--- config.mk ---
export PLATFORM = sky130hd
export DESIGN_NAME = shift_ctrl
export DESIGN_NICKNAME = d
export VERILOG_FILES = /design/src/rtl/shift_ctrl_pkg.sv /design/src/rtl/shift_bit_counter.sv /design/src/rtl/shift_ctrl.sv
export SDC_FILE = /design/constraint.sdc
export NUM_CORES = 1
export LEC_CHECK = 0
export CAP_MARGIN = 20
export CORE_ASPECT_RATIO = 0.9
export CORE_UTILIZATION = 40
export CTS_BUF_LIST = sky130_fd_sc_hd__clkbuf_8
export DETAILED_ROUTE_END_ITERATION = 12
export GPL_TIMING_DRIVEN = 0
export PLACE_DENSITY_LB_ADDON = 0.12
export SKIP_LAST_GASP = 1
export SLEW_MARGIN = 25
export SYNTH_ARGS = -nofsm -noshare
export SYNTH_HDL_FRONTEND = slang
export SYNTH_SLANG_ARGS = --single-unit
--- constraint.sdc ---
create_clock -name clk -period 2.8 [get_ports clk]
set_input_delay 0.56 -clock clk [delete_from_list [all_inputs] [get_ports clk]]
set_output_delay 0.56 -clock clk [all_outputs]
set_load 0.005 [all_outputs]
--- src/rtl/shift_ctrl_pkg.sv ---
// Shared state encoding and mode constants for the shift_ctrl serial/parallel converter.
package shift_ctrl_pkg;

  typedef enum logic [1:0] {
    IDLE   = 2'b00,
    LOAD   = 2'b01,
    SHIFT  = 2'b10,
    OUTPUT = 2'b11
  } state_t;

  localparam logic MODE_SIPO = 1'b0;
  localparam logic MODE_PISO = 1'b1;

endpackage

--- src/rtl/shift_bit_counter.sv ---
// Bit counter for the SHIFT phase; tc flags the last bit of a DATA_W-bit word.
module shift_bit_counter #(
  parameter int DATA_W = 8
) (
  input  logic clk,
  input  logic rst,
  input  logic clear,
  input  logic enable,
  output logic tc
);

  localparam int CW = $clog2(DATA_W);
  localparam logic [CW-1:0] LAST = CW'(DATA_W - 1);

  logic [CW-1:0] count;

  always_ff @(posedge clk) begin
    if (rst || clear) begin
      count <= '0;
    end else if (enable) begin
      count <= count + CW'(1);
    end
  end

  assign tc = (count == LAST);

endmodule

--- src/rtl/shift_ctrl.sv ---
// Moore-FSM controlled shift register: SIPO assembles a word from ser_in, PISO streams par_in on ser_out.
module shift_ctrl
  import shift_ctrl_pkg::*;
#(
  parameter int DATA_W    = 8,
  parameter bit MSB_FIRST = 1'b1
) (
  input  logic              clk,
  input  logic              rst,
  input  logic              start,
  input  logic              mode,
  input  logic [DATA_W-1:0] par_in,
  input  logic              ser_in,
  input  logic              abort,
  output logic              ready,
  output logic              load,
  output logic              shift,
  output logic              out_valid,
  output logic              ser_out,
  output logic [DATA_W-1:0] par_out
);

  state_t            state;
  state_t            state_next;
  logic              mode_q;
  logic [DATA_W-1:0] shreg;
  logic [DATA_W-1:0] shreg_shifted;
  logic              cnt_tc;
  logic              accept;
  logic              advance;

  assign accept  = (state == IDLE) && start && !abort;
  assign advance = (state == SHIFT) && !abort;

  // Counter is held at zero whenever we are not actively shifting, which covers LOAD and abort.
  shift_bit_counter #(.DATA_W(DATA_W)) u_bit_counter (
    .clk    (clk),
    .rst    (rst),
    .clear  ((state != SHIFT) || abort),
    .enable (advance),
    .tc     (cnt_tc)
  );

  always_ff @(posedge clk) begin
    if (rst) begin
      state <= IDLE;
    end else begin
      state <= state_next;
    end
  end

  always_comb begin
    state_next = state;
    ready      = 1'b0;
    load       = 1'b0;
    shift      = 1'b0;
    out_valid  = 1'b0;
    case (state)
      IDLE: begin
        ready = 1'b1;
        if (accept) state_next = LOAD;
      end
      LOAD: begin
        load       = 1'b1;
        state_next = abort ? IDLE : SHIFT;
      end
      SHIFT: begin
        shift = 1'b1;
        if (abort)       state_next = IDLE;
        else if (cnt_tc) state_next = OUTPUT;
      end
      OUTPUT: begin
        out_valid  = 1'b1;
        state_next = IDLE;
      end
      default: state_next = IDLE;
    endcase
  end

  // PISO shifts toward the output end with zero fill; SIPO shifts ser_in in from the opposite end.
  always_comb begin
    shreg_shifted = shreg;
    if (mode_q == MODE_PISO) begin
      shreg_shifted = MSB_FIRST ? {shreg[DATA_W-2:0], 1'b0} : {1'b0, shreg[DATA_W-1:1]};
    end else begin
      shreg_shifted = MSB_FIRST ? {shreg[DATA_W-2:0], ser_in} : {ser_in, shreg[DATA_W-1:1]};
    end
  end

  always_ff @(posedge clk) begin
    if (rst) begin
      mode_q  <= MODE_SIPO;
      shreg   <= '0;
      par_out <= '0;
    end else if (accept) begin
      mode_q <= mode;
      if (mode == MODE_PISO) shreg <= par_in;
    end else if (advance) begin
      shreg <= shreg_shifted;
      if (cnt_tc && (mode_q == MODE_SIPO)) par_out <= shreg_shifted;
    end
  end

  assign ser_out = ((state == SHIFT) && (mode_q == MODE_PISO))
                 ? (MSB_FIRST ? shreg[DATA_W-1] : shreg[0])
                 : 1'b0;

endmodule
# After elaboration in Yosys (flattened, before gate mapping)
# Cells that the tools add are included.
# totals
elab_cells	43
reg_bits	22
input_bits	14
output_inout_bits	13
# op_classes
eq_ne	8
bitwise_logic	2
mux	14
reduce_logical	13
addsub	1
# ops
op	count
two-way mux 8 bit	3
two-way mux 2 bit	4
one-hot mux 2 bit (4 select lines)	1
two-way mux 1 bit	6
inequality test 2 bit, second input constant	3
logical AND 1 bit	5
equality test 2 bit, second input constant	2
AND reduction 2 bit	2
adder 3 x 1 -> 3 bit, second input constant	1
equality test 3 bit, second input constant	1
inequality test 3 bit, second input constant	1
AND reduction 3 bit	1
equality test 2 x 1 -> 1 bit, second input constant	1
zero test 2 bit	1
logical OR 1 bit	2
inverter 1 bit	2
nonzero test 2 bit	1
zero test 1 bit	1

# Longest topological paths before layout
# depth
word_depth	5
ltp_mapped	5
depth_no_buf	5

# Modules after synthesis
# From an unflattened synthesis, not the netlist that was laid out.
# unflattened
cells_unflattened	107
hier_area_um2	1149.9
# by_module_without_submodules
module	cells_per_inst	n_inst	seq_area_each_um2	area_each_um2
shift_ctrl	96	1	380.4	1016.0
shift_bit_counter	11	1	60.1	133.9

# Worst setup path after synthesis
# No wires, ideal clock.
# synth_timing
kind	register to output
from	register state[1]
to	output ser_out
arrival_ns	0.898
path_buffers	0
path_stages_with_launch	3
required_ns	2.240
path_slack_ns	1.342
path_cell_list	dfxtp_1 -> nor2b_1 -> and3_1
# synth_between
elab_chain_len	3
# synth_lines
element	line_no	source
from (decl)	shift_ctrl.sv:23	state_t state;
from (signal assigned)	shift_ctrl.sv:48	state <= state_next;
equality test 2 bit	shift_ctrl.sv:104	assign ser_out = ((state == SHIFT) && (mode_q == MODE_PISO))
logical AND 1 bit	shift_ctrl.sv:104	
two-way mux 1 bit	shift_ctrl.sv:105	? (MSB_FIRST ? shreg[DATA_W-1] : shreg[0])
to (decl)	shift_ctrl.sv:19	output logic ser_out,
# Every way passes these cells.

# Worst setup path in the final report
# Same ends and word-level chain as after synthesis.

==> impl_metrics.csv <==
group,metric,value,unit
power,finalPower,701,uW
placement,io_buffers,25,
synth,synth_edf_count,0,
floorplan,die_height,49.6,um
timing,setup_violations,0,
placement,dp_slack,647,ps
synth,synthAdderAreaFrac,2.48,%
critical_path,cp-start-kind,"flip-flop",
routing,viasPerCell,5.34,
cells_and_area,drive_gt1_share,7.91,%
critical_path,rrSetupSlack,1140,ps
critical_path,crit_arrival,1750,ps
cells_and_area,layoutNonFillerInstCount,166,
min_path,hp-start,"u_bit_counter.count[0]",
placement,dp.cells,162,
cts,cts_root_buffer,"clkbuf_8",
synth,synthSimpleGateAreaFrac,27.7,%
routing,drt_wl_total,2.14,mm
synth,synth-main-ff-cell,"dfxtp_1",
synth,yosys-top-cells-count,"dfxtp_1 (22), nand2b_1 (17), nand2_1 (15)",
timing,skew,2.48,ps
global_route,antenna_found_initial,0,
cts,ctsResizeCount,0,
critical_path,worstReg2RegEnd,"par_out[1]",
placement,place_congestion,0.795,
timing,fmaxAchievable,0.433,GHz
min_path,min_to,"u_bit_counter.count[0]",
timing,fin_ws,490,ps
synth,synth_compound_area_share,14.5,%
power,p_leak,0.000491,uW
cts,clockBufferDepth,2,
critical_path,reg2regPathDepth,5,
cells_and_area,nets,156,
timing,finalHoldViolations,0,
floorplan,core,2280,sq um
critical_path,reg2reg_from,"u_bit_counter.count[0]",
timing,fin_crit,2310,ps
routing,drc_errors,0,
critical_path,end_kind,"primary output",
synth,synth-async-reset-ratio,0,%
global_route,grt_pass1_vias,776,
power,peakVddDrop,446,uV
timing,finalCritPeriodShare,82.5,%
cts,cts_made_buffers,3,
cts,clock_latency,260,ps
synth,synth_xor_area_share,0,%
global_route,overflow,0,
floorplan,rows,16,
synth,synth_most_common_cell,"dfxtp_1",
cts,post_cts_buffers,0,
global_route,grt_max_degree,14,
floorplan,start_util,44.2,%
power,power.density,514,nW/um^2
routing,drt-initial-drc-count,19,
critical_path,path_class,"flip-flop to primary output",
routing,firstDrtPassIters,4,
synth,synth_warnings,0,
synth,seq_area_frac_synth,43.7,%
cells_and_area,postLayoutCoreUtil,59.8,%
placement,hpwl,1.52,mm
timing,rsz0062_at_grt,"false",
cells_and_area,fillerInstances,225,
outcome,status,"complete, no violations",
synth,synth_top_family_by_area,"simple AND/OR/NAND/NOR gates",
synth,syn_area_per_cell,9.17,sq um
synth,synthDominantAreaCellType,"dfxtp_1",
flow_run,drv_cap,0,
cells_and_area,diodes,0,
routing,wire_per_inst,12.9,um
cells_and_area,syn_to_final_growth,35.2,%
routing,ant_nets,0,
synth,synth.net_count,126,
routing,dr_total_vias,886,
cts,cts_hold_buf,0,
cts,clk_pin_slew_worst_paths,80,ps
cts,ctsHtreeMaxLevel,1,
floorplan,die-area,2730,sq um
timing,relSlewSlack,49.9,%
min_path,hold_path_depth,1,
synth,synth_top_area_share,43.7,%
floorplan,die_x,54.9,um
synth,synthMuxAreaShare,7.94,%
critical_path,path_max_fanout,8,
global_route,grt_pass1_wl,3.49,mm
synth,ys_seq_elements,22,
timing,tightest_slew,747,ps
synth,yosysUniqueCellTypes,23,
timing,tns,0,ps
synth,synth_area,1010,sq um
critical_path,required,2240,ps
timing,slew_viol_final,0,
floorplan,ios,27,
synth,syn_inst,110,
cts,cts_tree,"done",
cts,clock-sinks,22,
global_route,grtUsageTotal,17.6,%
min_path,hold_class,"flip-flop to flip-flop",
synth,netlist_top_cells_area,"dfxtp_1 (44%), nand2b_1 (11%), mux2i_1 (7.9%)",
## cell type report
class                   instances  area (sq um)  area share [%]
repair buffers                 25           250            18.3
multi-input cells              80           531            38.9
plain buffers                   8          37.5            2.75
clock buffers                   3          41.3            3.03
flip-flops and latches         22           440            32.3
clock inverters                 1          30.0            2.20
well taps                      27          33.8            2.48
## power breakdown
group | internal (uW) | leakage, uW | total, uW | switching (uW)
combinational | 37.6 | 0.000277 | 72.5 | 34.9
sequential | 321 | 0.000178 | 328 | 7.07
clock | 191 | 0.0000357 | 300 | 109
total | 550 | 0.000491 | 701 | 151
## critical path, cell delays in order (launching register included)
cell             delay (ps)
dfxtp_1                 460
nor2b_1                 330
and3_1                  200
clkdlybuf4s50_1         490
## kinds of logic after synthesis
family                   Yosys count
AND/OR/NAND/NOR                   49
flip-flops                        22
AO/OA/AOI/OAI                     21
buffers and inverters              8
multiplexers                       8
adder cells (fa/ha/maj)            2
## registers in the layout, summed over array words and instances, names as in the netlist
register,count
state,2
shreg,8
u_bit_counter.count,3
par_out,8
mode_q,1
## worst max path at each step
stage / cells past startpoint / slack (ps) / startpoint / to
after CTS: 3 / 470 / state[1] / ser_out
after global placement: 3 / 700 / abort / par_out[5]
after global routing: 3 / 350 / state[1] / ser_out
after floorplan: 2 / 1340 / state[1] / ser_out
final: 3 / 490 / state[1] / ser_out
after detailed placement: 3 / 650 / abort / par_out[1]
## metal layers
layer  GRT usage [%]  vias up  routed length [um]
met5               0        -                   0
met4            2.50        0                  13
met3            6.48        2                 134
met2            26.9       34                 979
met1            24.0      407                1010
li1                -      443                   -
## placed cells by master (no fill, tap or decap), drive strengths merged, types with 2 or more instances in the layout
cell	synthesis	layout
nand2b	17	17
nor2b	4	4
dfxtp	22	22
nand2	16	16
and2	3	3
mux2i	8	8
clkbuf	4	7
clkdlybuf4s50	0	25
buf	4	4
a21oi	9	9
and3	3	3
a311oi	8	8
nor2	3	3
ha	2	2
## per-stage QoR
step | instance area (sq um) | hold slack (ps)
after floorplan | 1010 | 398
after detailed placement | 1290 | 419
after CTS | 1360 | 431
after global placement | 1290 | 412
final | 1360 | 427
after global routing | 1360 | 456
Note: power is estimated with default switching activity, not from simulation.
